<file path="src/rtl/mult_share_arbiter_if.sv">
// rtl/mult_share_arbiter_if.sv - request/response bundle for the shared multiplier
interface mult_share_arbiter_if #(
    parameter int A_WIDTH = 8,
    parameter int B_WIDTH = 8,
    parameter int N_REQ   = 4,
    parameter int LATENCY = 2
) ();
    localparam int ID_W  = $clog2(N_REQ);
    localparam int INF_W = $clog2(LATENCY + 1);
    localparam int P_W   = A_WIDTH + B_WIDTH;

    logic [N_REQ-1:0]         req_valid;
    logic [N_REQ-1:0]         req_ready;
    logic [N_REQ*A_WIDTH-1:0] req_a;
    logic [N_REQ*B_WIDTH-1:0] req_b;
    logic                     rsp_valid;
    logic                     rsp_ready;
    logic [ID_W-1:0]          rsp_id;
    logic [P_W-1:0]           rsp_product;
    logic [INF_W-1:0]         inflight;

    modport master (
        output req_valid,
        output req_a,
        output req_b,
        output rsp_ready,
        input  req_ready,
        input  rsp_valid,
        input  rsp_id,
        input  rsp_product,
        input  inflight
    );

    modport slave (
        input  req_valid,
        input  req_a,
        input  req_b,
        input  rsp_ready,
        output req_ready,
        output rsp_valid,
        output rsp_id,
        output rsp_product,
        output inflight
    );
endinterface

</file>
<file path="src/rtl/mult_share_arbiter.sv">
// rtl/mult_share_arbiter.sv - round-robin arbiter feeding one shared pipelined multiplier
module mult_share_arbiter #(
    parameter int A_WIDTH = 8,
    parameter int B_WIDTH = 8,
    parameter int N_REQ   = 4,
    parameter int LATENCY = 2
) (
    input  logic               clk,
    input  logic               rst_n,
    mult_share_arbiter_if.slave bus
);
    localparam int ID_W  = $clog2(N_REQ);
    localparam int INF_W = $clog2(LATENCY + 1);
    localparam int P_W   = A_WIDTH + B_WIDTH;
    localparam logic [ID_W:0] N_REQ_W = (ID_W + 1)'(N_REQ);

    logic [ID_W-1:0]    ptr;
    logic [ID_W-1:0]    ptr_nxt;
    logic [ID_W-1:0]    grant_idx;
    logic               grant_any;
    logic [N_REQ-1:0]   ready;
    logic               advance;
    logic               xfer;
    logic               consume;
    logic [A_WIDTH-1:0] a_sel;
    logic [B_WIDTH-1:0] b_sel;
    logic [P_W-1:0]     prod;

    logic [LATENCY-1:0] stg_valid;
    logic [ID_W-1:0]    stg_id   [LATENCY];
    logic [P_W-1:0]     stg_prod [LATENCY];
    logic [INF_W-1:0]   inflight_q;

    // The whole pipeline moves as one; it only stalls on an unconsumed result.
    assign advance = !stg_valid[LATENCY-1] || bus.rsp_ready;
    assign consume = stg_valid[LATENCY-1] && bus.rsp_ready;

    always_comb begin
        logic [ID_W:0] sum;
        sum       = '0;
        grant_any = 1'b0;
        grant_idx = '0;
        for (int k = 0; k < N_REQ; k++) begin
            sum = {1'b0, ptr} + (ID_W + 1)'(k);
            if (sum >= N_REQ_W) begin
                sum = sum - N_REQ_W;
            end
            if (!grant_any && bus.req_valid[sum[ID_W-1:0]]) begin
                grant_any = 1'b1;
                grant_idx = sum[ID_W-1:0];
            end
        end
    end

    always_comb begin
        logic [ID_W:0] nsum;
        nsum = {1'b0, grant_idx} + (ID_W + 1)'(1);
        if (nsum >= N_REQ_W) begin
            nsum = '0;
        end
        ptr_nxt = nsum[ID_W-1:0];
    end

    // Reset gating keeps req_ready low while rst_n is held, even with requests pending.
    always_comb begin
        ready = '0;
        if (rst_n && advance && grant_any) begin
            ready[grant_idx] = 1'b1;
        end
    end

    assign xfer = |(bus.req_valid & ready);

    always_comb begin
        a_sel = '0;
        b_sel = '0;
        for (int k = 0; k < N_REQ; k++) begin
            if (grant_idx == ID_W'(k)) begin
                a_sel = bus.req_a[k*A_WIDTH +: A_WIDTH];
                b_sel = bus.req_b[k*B_WIDTH +: B_WIDTH];
            end
        end
    end

    assign prod = {{B_WIDTH{1'b0}}, a_sel} * {{A_WIDTH{1'b0}}, b_sel};

    always_ff @(posedge clk or negedge rst_n) begin
        if (!rst_n) begin
            stg_valid <= '0;
            for (int i = 0; i < LATENCY; i++) begin
                stg_id[i]   <= '0;
                stg_prod[i] <= '0;
            end
        end else if (advance) begin
            stg_valid[0] <= xfer;
            if (xfer) begin
                stg_id[0]   <= grant_idx;
                stg_prod[0] <= prod;
            end
            for (int i = 1; i < LATENCY; i++) begin
                stg_valid[i] <= stg_valid[i-1];
                stg_id[i]    <= stg_id[i-1];
                stg_prod[i]  <= stg_prod[i-1];
            end
        end
    end

    always_ff @(posedge clk or negedge rst_n) begin
        if (!rst_n) begin
            ptr        <= '0;
            inflight_q <= '0;
        end else begin
            if (xfer) begin
                ptr <= ptr_nxt;
            end
            case ({xfer, consume})
                2'b10:   inflight_q <= inflight_q + INF_W'(1);
                2'b01:   inflight_q <= inflight_q - INF_W'(1);
                default: inflight_q <= inflight_q;
            endcase
        end
    end

    assign bus.req_ready   = ready;
    assign bus.rsp_valid   = stg_valid[LATENCY-1];
    assign bus.rsp_id      = stg_id[LATENCY-1];
    assign bus.rsp_product = stg_prod[LATENCY-1];
    assign bus.inflight    = inflight_q;
endmodule

</file>
<file path="src/flat_wrapper.sv">
// flat-port wrapper written by rule: the top's interface ports become plain ports
module mult_share_arbiter_flat 
#(
    parameter int A_WIDTH = 8,
    parameter int B_WIDTH = 8,
    parameter int N_REQ   = 4,
    parameter int LATENCY = 2
)
  (clk, rst_n, bus_req_valid, bus_req_a, bus_req_b, bus_rsp_ready, bus_req_ready, bus_rsp_valid, bus_rsp_id, bus_rsp_product, bus_inflight);
  mult_share_arbiter_if #(.A_WIDTH(A_WIDTH), .B_WIDTH(B_WIDTH), .N_REQ(N_REQ), .LATENCY(LATENCY)) bus_i ();
  input  logic clk;
  input  logic rst_n;
  input wire logic [$bits(bus_i.req_valid)-1:0] bus_req_valid;
  input wire logic [$bits(bus_i.req_a)-1:0] bus_req_a;
  input wire logic [$bits(bus_i.req_b)-1:0] bus_req_b;
  input wire logic [$bits(bus_i.rsp_ready)-1:0] bus_rsp_ready;
  output wire logic [$bits(bus_i.req_ready)-1:0] bus_req_ready;
  output wire logic [$bits(bus_i.rsp_valid)-1:0] bus_rsp_valid;
  output wire logic [$bits(bus_i.rsp_id)-1:0] bus_rsp_id;
  output wire logic [$bits(bus_i.rsp_product)-1:0] bus_rsp_product;
  output wire logic [$bits(bus_i.inflight)-1:0] bus_inflight;
  assign bus_i.req_valid = bus_req_valid;
  assign bus_i.req_a = bus_req_a;
  assign bus_i.req_b = bus_req_b;
  assign bus_i.rsp_ready = bus_rsp_ready;
  assign bus_req_ready = bus_i.req_ready;
  assign bus_rsp_valid = bus_i.rsp_valid;
  assign bus_rsp_id = bus_i.rsp_id;
  assign bus_rsp_product = bus_i.rsp_product;
  assign bus_inflight = bus_i.inflight;
  mult_share_arbiter #(.A_WIDTH(A_WIDTH), .B_WIDTH(B_WIDTH), .N_REQ(N_REQ), .LATENCY(LATENCY)) u_core (.clk(clk), .rst_n(rst_n), .bus(bus_i));
endmodule
</file>
<file path="config.mk">
export PLATFORM = sky130hd
export DESIGN_NAME = mult_share_arbiter_flat
export DESIGN_NICKNAME = d
export VERILOG_FILES = /design/src/rtl/mult_share_arbiter_if.sv /design/src/rtl/mult_share_arbiter.sv /design/src/flat_wrapper.sv
export SDC_FILE = /design/constraint.sdc
export NUM_CORES = 1
export LEC_CHECK = 0
export CAP_MARGIN = 20
export CORE_ASPECT_RATIO = 1.25
export CORE_MARGIN = 3
export CORE_UTILIZATION = 31
export DETAILED_ROUTE_END_ITERATION = 8
export PLACE_DENSITY = 0.65
export SKIP_LAST_GASP = 1
export SLEW_MARGIN = 20
export SYNTH_ARGS = -nofsm -noshare
export SYNTH_HDL_FRONTEND = slang
export SYNTH_SLANG_ARGS = --single-unit
export TNS_END_PERCENT = 5
</file>
<file path="constraint.sdc">
create_clock -name clk -period 6.55 [get_ports clk]
set_clock_uncertainty 0.05 [all_clocks]
set_input_delay 0.9825 -clock clk [delete_from_list [all_inputs] [get_ports clk]]
set_output_delay 0.9825 -clock clk [all_outputs]
set_load 0.05 [all_outputs]
</file>
==> summary.txt <==
Status
  • Status: completed

Setup path
  • R2r setup slk: about 710 ps
  • Critical path depth in cells: 25
  • Max stage delay on crit path: ~550 ps
  • Worst r2r src: u_core.ptr[1]
  • Crit Path Category: in2reg
  • Most frequent cell on the critical path: fa_1
  • Setup crit start kind: input pin
  • R2R cell count: 25
  • Worst EP required: ~6700 ps
  • Crit path max-delay family: adder cells
  • Worst Path Buf+Inv: 7
  • CP Capture Type: flip-flop
  • Worst path slowest cell: fa_1
  • Crit path from: bus_req_valid[3]
  • Critical path destination: u_core.stg_prod[30]
  • Crit-path max FO: 7
  • CP arrival: about 6400 ps
  • Critical R2R Capture: u_core.stg_prod[30]

Clock network
  • H-tree depth: 2
  • Clk buf depth: 2
  • Clock Latency Late Sink: roughly 280 ps
  • CTS tree: done
  • Clk root buf: clkbuf_16
  • Cts bufs inserted: 5
  • Worst-path clk slew: roughly 60 ps
  • Sink Count: 42

Synth
  • Cell area after synthesis: ~4500 um2
  • Syn_area_per_cell: between 8 and 9 um2
  • FF+latch count, synth: 42
  • Seq/Total Area, Yosys: between 20% and 30%
  • Post-synth EDFFs: 0
  • Synthesis warning total: 0
  • Syn Inst Count: 520
  • Async S/R FF share, synth: between 90% and 100%
  • Main synth FF type: dfrtp_1
  • Unique masters post-synth: 49
  • Post-Syn Nets: about 670

Drt
  • Final ANT Viol Nets: 0
  • Final WL: roughly 12 mm
  • Iter 0 DRT Violations: 146
  • DRC viols: 0
  • Vias per inst: between 4 and 5
  • DR pass1 iterations: 4
  • DR vias: 4,040
  • Routed wire per std cell: roughly 14 um

Finish
  • # diodes: 0
  • Final Instance Area: ~6700 um2
  • Area Growth Syn to Fin: 48.0%
  • Layout cells sized above 1: a little over a quarter
  • Nets: ~820

Global routing
  • Largest net degree at the start of global routing: 44
  • GR Overflow Total: 0
  • All-Layer GR Usage: approximately 16%
  • First-pass GRT wire length: between 20 and 25 mm
  • Initial antenna violation count: 0
  • Vias in the first global route: about 4,400

Timing
  • Endpoints failing setup: 0
  • Slew Limit Headroom: 38.4%
  • Worst-Margin Slew: a little over 900 ps
  • Final Hold Fails: 0
  • Fmax: roughly 0.16 GHz
  • Pins Over Slew Limit: 0
  • Final Critical Period: around 6300 ps
  • RSZ-0062 raised after global routing: true
  • Final period util: a little over nine tenths

Floorplan
  • Core area: around 14,000 um2
  • Initial Utilization: 32.2%
  • Io pins: 96
  • DIE AREA: 16,100 um2
  • Die extent in y: around 140 um
  • Rows: 48
  • DIE WIDTH: approximately 110 um

Place
  • DP Area: 6060 um2
  • RePlAce Congestion: 0.864
  • HPWL after detailed placement: about 9.5 mm
  • Number of port buffers: 95

Worst hold path
  • Worst min path class: reg2reg

Job
  • Total of max-cap violations: 0
cell usage after synthesis, types with 2 or more instances:
cell       count  area (um2)
a21oi_1       25         125
nand3_1        4        20.0
o22ai_1        2        12.5
o21ai_0       11        55.1
a21oi_2        2        17.5
buf_2          8        40.0
or4_1          3        22.5
or2_2          7        43.8
inv_1         61         229
a221oi_1      16         140
nor2b_1       34         213
o221ai_1       2        17.5
or3_1          2        12.5
fa_1          36         721
nand4_1        3        18.8
o31ai_1        2        15.0
mux2_2        18         203
and2_1         5        31.3
nor3_1        20         100
buf_4         18         135
clkbuf_1      11        41.3
buf_6          2        22.5
nor2_1        67         251
a22o_1         2        17.5
xnor2_1        3        26.3
o2111ai_1      2        17.5
nand2_1       36         135
a211oi_1       3        22.5
nand2b_1       3        18.8
o21a_1         4        30.0
or2_1          3        18.8
o211ai_1       3        22.5
a21o_1         2        15.0
xor2_1         4        35.0
ha_1          41         513
dfrtp_1       42        1050
registers in the layout, summed over array words and instances, names as in the netlist:
| signal | count |
|---|---|
| u_core.bus.rsp_product | 16 |
| u_core.bus.rsp_id | 2 |
| u_core.ptr | 2 |
| u_core.stg_id | 2 |
| u_core.stg_valid | 2 |
| u_core.bus.inflight | 2 |
| u_core.stg_prod | 16 |
cell type report:
class / instances / area (um2)
Clock buffer: 6 / 139
Inverter: 62 / 238
Timing Repair Buffer: 180 / 1660
Fill cell: 1340 / 7350
Tap cell: 175 / 219
Clock inverter: 1 / 30.0
Multi-Input combinational cell: 376 / 3370
Sequential cell: 42 / 1050
through the flow:
stage | hold slack (ps) | utilization [%] | setup WS, ps | TNS (ps) | instances
6_report | 418 | 47.7 | 251 | 0 | 842
5_1_grt | 427 | 47.7 | 5.73 | 0 | 842
4_1_cts | 422 | 45.9 | 1.55 | 0 | 835
3_5_place_dp | 409 | 43.1 | -840 | -5990 | 824
3_3_place_gp | 394 | 43.1 | -617 | -4430 | 824
2_1_floorplan | 385 | - | 0.570 | 0 | 520
cell usage in the layout, fill, tap and decap left out, types with 4 or more instances in the layout:
cell / n
inv_2: 4
inv_1: 57
a221oi_2: 8
ha_4: 7
and2_1: 5
a21oi_1: 11
buf_4: 78
nand3_1: 4
o21ai_0: 10
a221oi_1: 6
nor2_1: 64
nor3_4: 4
ha_1: 34
clkbuf_16: 5
xor2_1: 4
a21oi_2: 13
nor3_1: 11
mux2_2: 18
nor2b_1: 33
dfrtp_1: 42
or2_2: 7
clkdlybuf4s50_1: 90
nand2_1: 36
fa_1: 35
o21a_1: 4
nor3_2: 5
layer usage:
metal | GRT usage [%] | share of wire, % | wire (um) | up-vias
li1 | - | - | - | 2008
met1 | 19.7 | 43 | 5060 | 1934
met2 | 27.5 | 52 | 6100 | 83
met3 | 1.59 | 3.2 | 376 | 15
met4 | 4.94 | 2.0 | 233 | 0
met5 | 0 | 0 | 0 | -
repair_timing:
item | CTS | global route
resized for setup | 36 | 41
hold buffers | 0 | 0
setup buffers | 3 | 7
cloned | 1 | 0
pin swaps | 5 | 17
setup endpoints to repair | 9 | 9
kinds of logic after synthesis:
group | after synthesis | share of synthesized area [%]
multiplexers | 19 | 4.72
buffers and inverters | 102 | 10.6
flip-flops | 42 | 23.2
AND/OR/NAND/NOR | 188 | 19.8
XOR/XNOR | 7 | 1.35
AO/OA/AOI/OAI | 85 | 13.1
adder cells (fa/ha/maj) | 77 | 27.2
worst min-delay path by stage:
| stage | startpoint | endpoint | slack (ps) | cells past startpoint |
|---|---|---|---|---|
| 2_1_floorplan | u_core.stg_valid[0] | u_core.stg_valid[1] | 380 | 1 |
| 6_report | u_core.stg_valid[0] | u_core.stg_valid[1] | 420 | 1 |
| 3_5_place_dp | u_core.stg_valid[0] | u_core.stg_valid[1] | 410 | 1 |
| 4_1_cts | u_core.stg_valid[0] | u_core.stg_valid[1] | 420 | 1 |
| 5_1_grt | u_core.stg_valid[0] | u_core.stg_valid[1] | 430 | 1 |
| 3_3_place_gp | u_core.stg_valid[0] | u_core.stg_valid[1] | 390 | 1 |
Power is left out: the tool's default activity adds up to more than one toggle a clock period on the data nets, which glitch-free logic cannot reach.
==> RTL edit 1: new RTL, same settings <==
`N_REQ` is set to 4 in 3 places; all go to 8.
--- a/src/rtl/mult_share_arbiter_if.sv
+++ b/src/rtl/mult_share_arbiter_if.sv
@@ -2,7 +2,7 @@
 interface mult_share_arbiter_if #(
     parameter int A_WIDTH = 8,
     parameter int B_WIDTH = 8,
-    parameter int N_REQ   = 4,
+    parameter int N_REQ   = 8,
     parameter int LATENCY = 2
 ) ();
     localparam int ID_W  = $clog2(N_REQ);
--- a/src/rtl/mult_share_arbiter.sv
+++ b/src/rtl/mult_share_arbiter.sv
@@ -2,7 +2,7 @@
 module mult_share_arbiter #(
     parameter int A_WIDTH = 8,
     parameter int B_WIDTH = 8,
-    parameter int N_REQ   = 4,
+    parameter int N_REQ   = 8,
     parameter int LATENCY = 2
 ) (
     input  logic               clk,
--- a/src/flat_wrapper.sv
+++ b/src/flat_wrapper.sv
@@ -3,7 +3,7 @@
 #(
     parameter int A_WIDTH = 8,
     parameter int B_WIDTH = 8,
-    parameter int N_REQ   = 4,
+    parameter int N_REQ   = 8,
     parameter int LATENCY = 2
 )
   (clk, rst_n, bus_req_valid, bus_req_a, bus_req_b, bus_rsp_ready, bus_req_ready, bus_rsp_valid, bus_rsp_id, bus_rsp_product, bus_inflight);
Interface: changed (5 resized); port bits go from 96 to 169. The function was not compared with the original's and may differ.
==> RTL edit 1 against the original RTL <==
The flow now finishes with violations (negative setup slack); synthesized cell count up 33%; cell area up 51%; maximum frequency decreased by 21%; sequential cell count is 3 higher; worst setup slack worse by 1700 ps; critical path depth increased by 6; synthesized area rose by 41%; die area rose by 39%; sequential share of layout area fell by 4.6 points; wire length grew 87%; critical path type unchanged; largest cell class unchanged; highest routed layer unchanged.
Power is left out: the tool's default activity adds up to more than one toggle a clock period on the data nets, which glitch-free logic cannot reach.
==> RTL edit 1: results (changes against the original RTL) <==
| Metric | Value |
|---|---|
| NonClk Buf Share | `29.4% (+4.7 points)` |
| Multi-input combinational area share | `51.6% (+1.3 points)` |
| Critical Path AT | `8120 ps (+1700 ps)` |
| Tot GR Track Use | `18.4% (+2.9 points)` |
| First-pass GRT wire length | `33,800 µm (+63%)` |
| Post-CTS Resized | `82 (+130%)` |
| CP max stage delay | `590 ps (+40 ps)` |
| Status | `complete, but fails checks` |
| Slew margin rel. | `62.0% (+24 points)` |
| Syn nets | `911 (+36%)` |
| Nets | `1,182 (+45%)` |
| Commonest cells post-synth | `inv_1 (67), nand2_1 (64), nor2_1 (54)` |
| DR WL met3 | `852 µm (+130%)` |
| FFs & Latches | `45 (+7.1%)` |
| Filler Cell Count | `1,871 (+40%)` |
| Iteration-0 DRC Markers | `385 (+160%)` |
| Post-CTS repair timing setup buffer count | `19 (+16)` |
| Rows | `58 (+21%)` |
| Multi-input gates | `522 (+39%)` |
| Vias in the first global route | `6,590 (+49%)` |
| Layout clock buffers | `5 (-1)` |
| Initial DRT Pass Iterations | `5 (+1)` |
| Failing checks | `negative setup slack` |
| M1 wire length | `8550 µm (+69%)` |
| Met3 Usage GRT | `2.08% (+0.50 points)` |
| Global Route met2 Usage | `33.9% (+6.5 points)` |
| Sequential-to-total area share from yosys stat | `17.6% (-5.6 points)` |
| Largest net degree at the start of global routing | `46 (+4.5%)` |
| Wirelength, routed | `22,000 µm (+87%)` |
| Antenna violations before repair | `1 (+1)` |
| Synthesized area per cell | `9.23 µm² (+6.0%)` |
| Total negative slack | `-11,400 ps (-11,400 ps)` |
| Buffers outside the clock class | `320 (+78%)` |
| Top post-synthesis cells by area | `dfrtp_1 (18%), fa_1 (11%), ha_1 (8.4%), mux2_2 (5.3%), mux4_2 (4.2%)` |
| Worst setup margin | `-1450 ps (-1700 ps)` |
| Post-synthesis cell type count | `74 (+51%)` |
| GR Layer Usage met1 | `22.1% (+2.4 points)` |
| Placed cell area | `9190 µm² (+52%)` |
| IO Port Bufs | `168 (+77%)` |
| Placer Congestion | `0.886 (+2.5%)` |
| Final setup vio count | `11 (+11)` |
| ANT cells | `1 (+1)` |
| Final clock-cell share | `1.73% (-0.79 points)` |
| Routed wl met2 | `12,000 µm (+96%)` |
| Final HPWL DP | `16,900 µm (+77%)` |
| Crit path max fanout | `15 (+8)` |
| Post-synthesis mux area share | `12.5% (+7.8 points)` |
RTL edit 1: critical path, delay by kind of cell:
family	cells	cell delay, ps
buffers and inverters	7	950
AOI/OAI and AO/OA	13	2390
and+or+nand+nor	3	580
adders and majority gates	6	2470
muxes	2	760
RTL edit 1: path summary, 6_finish.rpt:
check / start / to / slack (ps) / cells past startpoint
max in group asynchronous: rst_n / u_core.bus.rsp_product[15]$_DFFE_PN0N_ / 5270 / 2
hold / removal: u_core.stg_prod[16]$_DFFE_PN0P_ / u_core.stg_prod[16]$_DFFE_PN0P_ / 430 / 2
min in group asynchronous: rst_n / u_core.bus.rsp_product[8]$_DFFE_PN0N_ / 790 / 2
setup / recovery: bus_req_valid[0] / u_core.stg_prod[31]$_DFFE_PN0P_ / -1450 / 31
setup reg to reg: u_core.ptr[0]$_DFFE_PN0N_ / u_core.stg_prod[31]$_DFFE_PN0P_ / -1310 / 31
hold reg to reg: u_core.stg_prod[16]$_DFFE_PN0P_ / u_core.stg_prod[16]$_DFFE_PN0P_ / 430 / 2
==> RTL edit 2: new RTL, same settings <==
Without the edit above. Reset style: synchronous (`rst_n`), changed in 2 clocked blocks.
--- a/src/rtl/mult_share_arbiter.sv
+++ b/src/rtl/mult_share_arbiter.sv
@@ -84,7 +84,7 @@
 
     assign prod = {{B_WIDTH{1'b0}}, a_sel} * {{A_WIDTH{1'b0}}, b_sel};
 
-    always_ff @(posedge clk or negedge rst_n) begin
+    always_ff @(posedge clk) begin
         if (!rst_n) begin
             stg_valid <= '0;
             for (int i = 0; i < LATENCY; i++) begin
@@ -105,7 +105,7 @@
         end
     end
 
-    always_ff @(posedge clk or negedge rst_n) begin
+    always_ff @(posedge clk) begin
         if (!rst_n) begin
             ptr        <= '0;
             inflight_q <= '0;
Check against the original RTL: not equivalent (a bounded check fails within 4 cycles, from zero or initial values and one cycle with rst_n low; the reset may be asserted at any time).
==> RTL edit 2 against the original RTL <==
The flow now finishes with violations (negative setup slack); critical endpoint is now u_core.stg_prod[0][14]$_SDFFCE_PN0P_; sequential share of layout area increased by 1.2 points; count of clock-buffer cells in the layout is 1 higher; sequential cell count stayed put; worst setup slack worse by 290 ps; synthesized area decreased by 1.7%; critical path depth rose by 1; wire length up 13%; die area shrank 1.6%; global-route usage is 0.42 points lower; cell area rose by 6.4%; maximum frequency is 4.4% lower.
==> RTL edit 2: results (changes against the original RTL) <==
| Metric | Value |
|---|---|
| Buffers outside the clock class | `213 (+18%)` |
| Largest regs | `u_core.stg_prod x32, u_core.stg_id x4` |
| Sequential-to-total area share from yosys stat | `27.0% (+3.8 points)` |
| P_leak | `3.22 nW` |
| Largest net degree at the start of global routing | `31 (-30%)` |
| Final setup vio count | `1 (+1)` |
| Asr flop ratio synth | `0% (-100 points)` |
| Post-synthesis cell type count | `41 (-16%)` |
| Initial DRT Pass Iterations | `6 (+2)` |
| Multi-input gates | `344 (-8.5%)` |
| Status | `complete, but fails checks` |
| IO Port Bufs | `95 (unchanged)` |
| Final HPWL DP | `9020 µm (-5.1%)` |
| Final clock-cell share | `2.28% (-0.24 points)` |
| Placer Congestion | `0.877 (+1.5%)` |
| Syn nets | `627 (-6.1%)` |
| Post-synthesis mux area share | `0.450% (-4.3 points)` |
| Tot GR Track Use | `15.1% (-0.42 points)` |
| Filler Cell Count | `1,212 (-9.6%)` |
| Top post-synthesis cells by area | `edfxtp_1 (24%), fa_1 (16%), ha_1 (12%), nor2_1 (5.9%), inv_1 (4.9%)` |
| Commonest cells post-synth | `nor2_1 (70), inv_1 (58), ha_1 (41)` |
| Total number of vias | `4,183 (+3.5%)` |
| Post-synth top flop | `edfxtp_1` |
| First-pass GRT wire length | `20,000 µm (-3.6%)` |
| CTS H-tree lvls | `2 (unchanged)` |
| Iteration-0 DRC Markers | `215 (+47%)` |
| ANT cells | `0 (unchanged)` |
| Max rail drop VDD | `0.373 mV` |
| Post-synth EDFFs | `36 (+36)` |
| Critical Path AT | `6550 ps (+130 ps)` |
| NonClk Buf Share | `28.7% (+4.0 points)` |
| Nets | `812 (-0.37%)` |
| Adder-Cell Fraction of Synth Area | `27.7% (+0.47 points)` |
| Crit path max fanout | `8 (+1)` |
| Vias in the first global route | `4,365 (-1.5%)` |
| Total negative slack | `-37.4 ps (-37.4 ps)` |
| Wirelength, routed | `13,300 µm (+13%)` |
| Pre-CTS setup slack | `-782 ps (+58.3 ps)` |
| Sequential standard cell area | `1200 µm² (+14%)` |
| Hold crit path type | `reg -> reg` |
| Compound-cell area share of the yosys netlist | `14.2% (+1.2 points)` |
| Worst setup margin | `-37.4 ps (-288 ps)` |
| Failing checks | `negative setup slack` |
| Post-Synth XOR/XNOR Area | `1.18% (-0.17 points)` |
| Slew margin rel. | `52.2% (+14 points)` |
| Ratio of cells with drive above 1 in the final layout | `32.2% (+5.6 points)` |
| Layout clock buffers | `7 (+1)` |
| Inverters | `58 (-6.5%)` |
| Multi-input combinational area share | `46.0% (-4.3 points)` |
RTL edit 2: cell count changes after synthesis, moves of 5 or more:
| cell | unedited run | this run |
|---|---|---|
| dfrtp_1 | 42 | 0 |
| edfxtp_1 | 0 | 36 |
| nand2_1 | 36 | 8 |
| and3_1 | 0 | 23 |
| mux2_2 | 18 | 0 |
| a21oi_1 | 25 | 11 |
| a21oi_2 | 2 | 14 |
| dfxtp_1 | 0 | 6 |
| a21o_1 | 2 | 7 |
| buf_2 | 8 | 3 |
| or2_2 | 7 | 2 |
RTL edit 2: per-layer routing:
metal  GRT usage [%]  routed length [µm]  part of all wire (%)
met1            16.8                5070                    38
met2            29.6                7330                    55
met3            1.73                 531                   4.0
met4            4.49                 361                   2.7
met5               0                   0                     0
RTL edit 2: critical path, cell delays in order:
cell and delay (ps):
buf_6 100, inv_2 50, o22ai_2 60, a221o_1 350
nor2_4 200, ha_4 220, buf_6 120, buf_12 120
nor2b_2 60, a221oi_4 260, nor3_2 70, a21oi_2 240
buf_4 180, nor2_2 40, fa_1 570, fa_1 480
fa_1 570, inv_2 50, fa_1 530, inv_1 50
ha_2 160, or3_1 340, a221o_1 330, a31oi_2 170
xor2_1 170, nor2_1 60
RTL edit 2: power by group:
group | internal (mW) | switching, mW | leakage [nW]
Combinational | 1.47 | 1.52 | 2.69
Clock | 0.180 | 0.0899 | 0.0781
Sequential | 0.408 | 0.0213 | 0.450
RTL edit 2: stage by stage:
stage | cells | cell area [µm²] | utilization (%) | hold WS, ps | power, mW
after floorplan | 479 | 4470 | - | 377 | 2.01
after global placement | 781 | 5990 | 43.0 | 387 | 2.79
after detailed placement | 781 | 5990 | 43.0 | 421 | 2.87
after CTS | 815 | 6670 | 47.9 | 431 | 3.42
after global routing | 840 | 7130 | 51.2 | 448 | 4.05
final | 840 | 7130 | 51.2 | 433 | 3.70
RTL edit 2: what timing repair did:
item,in CTS,in global routing
pin swaps,38,36
gates cloned,3,2
resized for setup,58,62
setup endpoints to repair,9,9
buffers inserted,23,24
hold endpoints to repair,0,0
RTL edit 2: final timing paths:
path | startpoint | end | slack [ps] | cells after the start
worst min register to register | u_core.stg_valid[0]$_SDFFE_PN0P_ | u_core.stg_valid[1]$_SDFFE_PN0P_ | 430 | 2
worst min-delay path | u_core.stg_valid[0]$_SDFFE_PN0P_ | u_core.stg_valid[1]$_SDFFE_PN0P_ | 430 | 2
worst max-delay path | bus_req_valid[2] | u_core.stg_prod[0][14]$_SDFFCE_PN0P_ | -40 | 26
worst max register to register | u_core.ptr[0]$_SDFFE_PN0N_ | u_core.stg_prod[0][14]$_SDFFCE_PN0P_ | 230 | 25
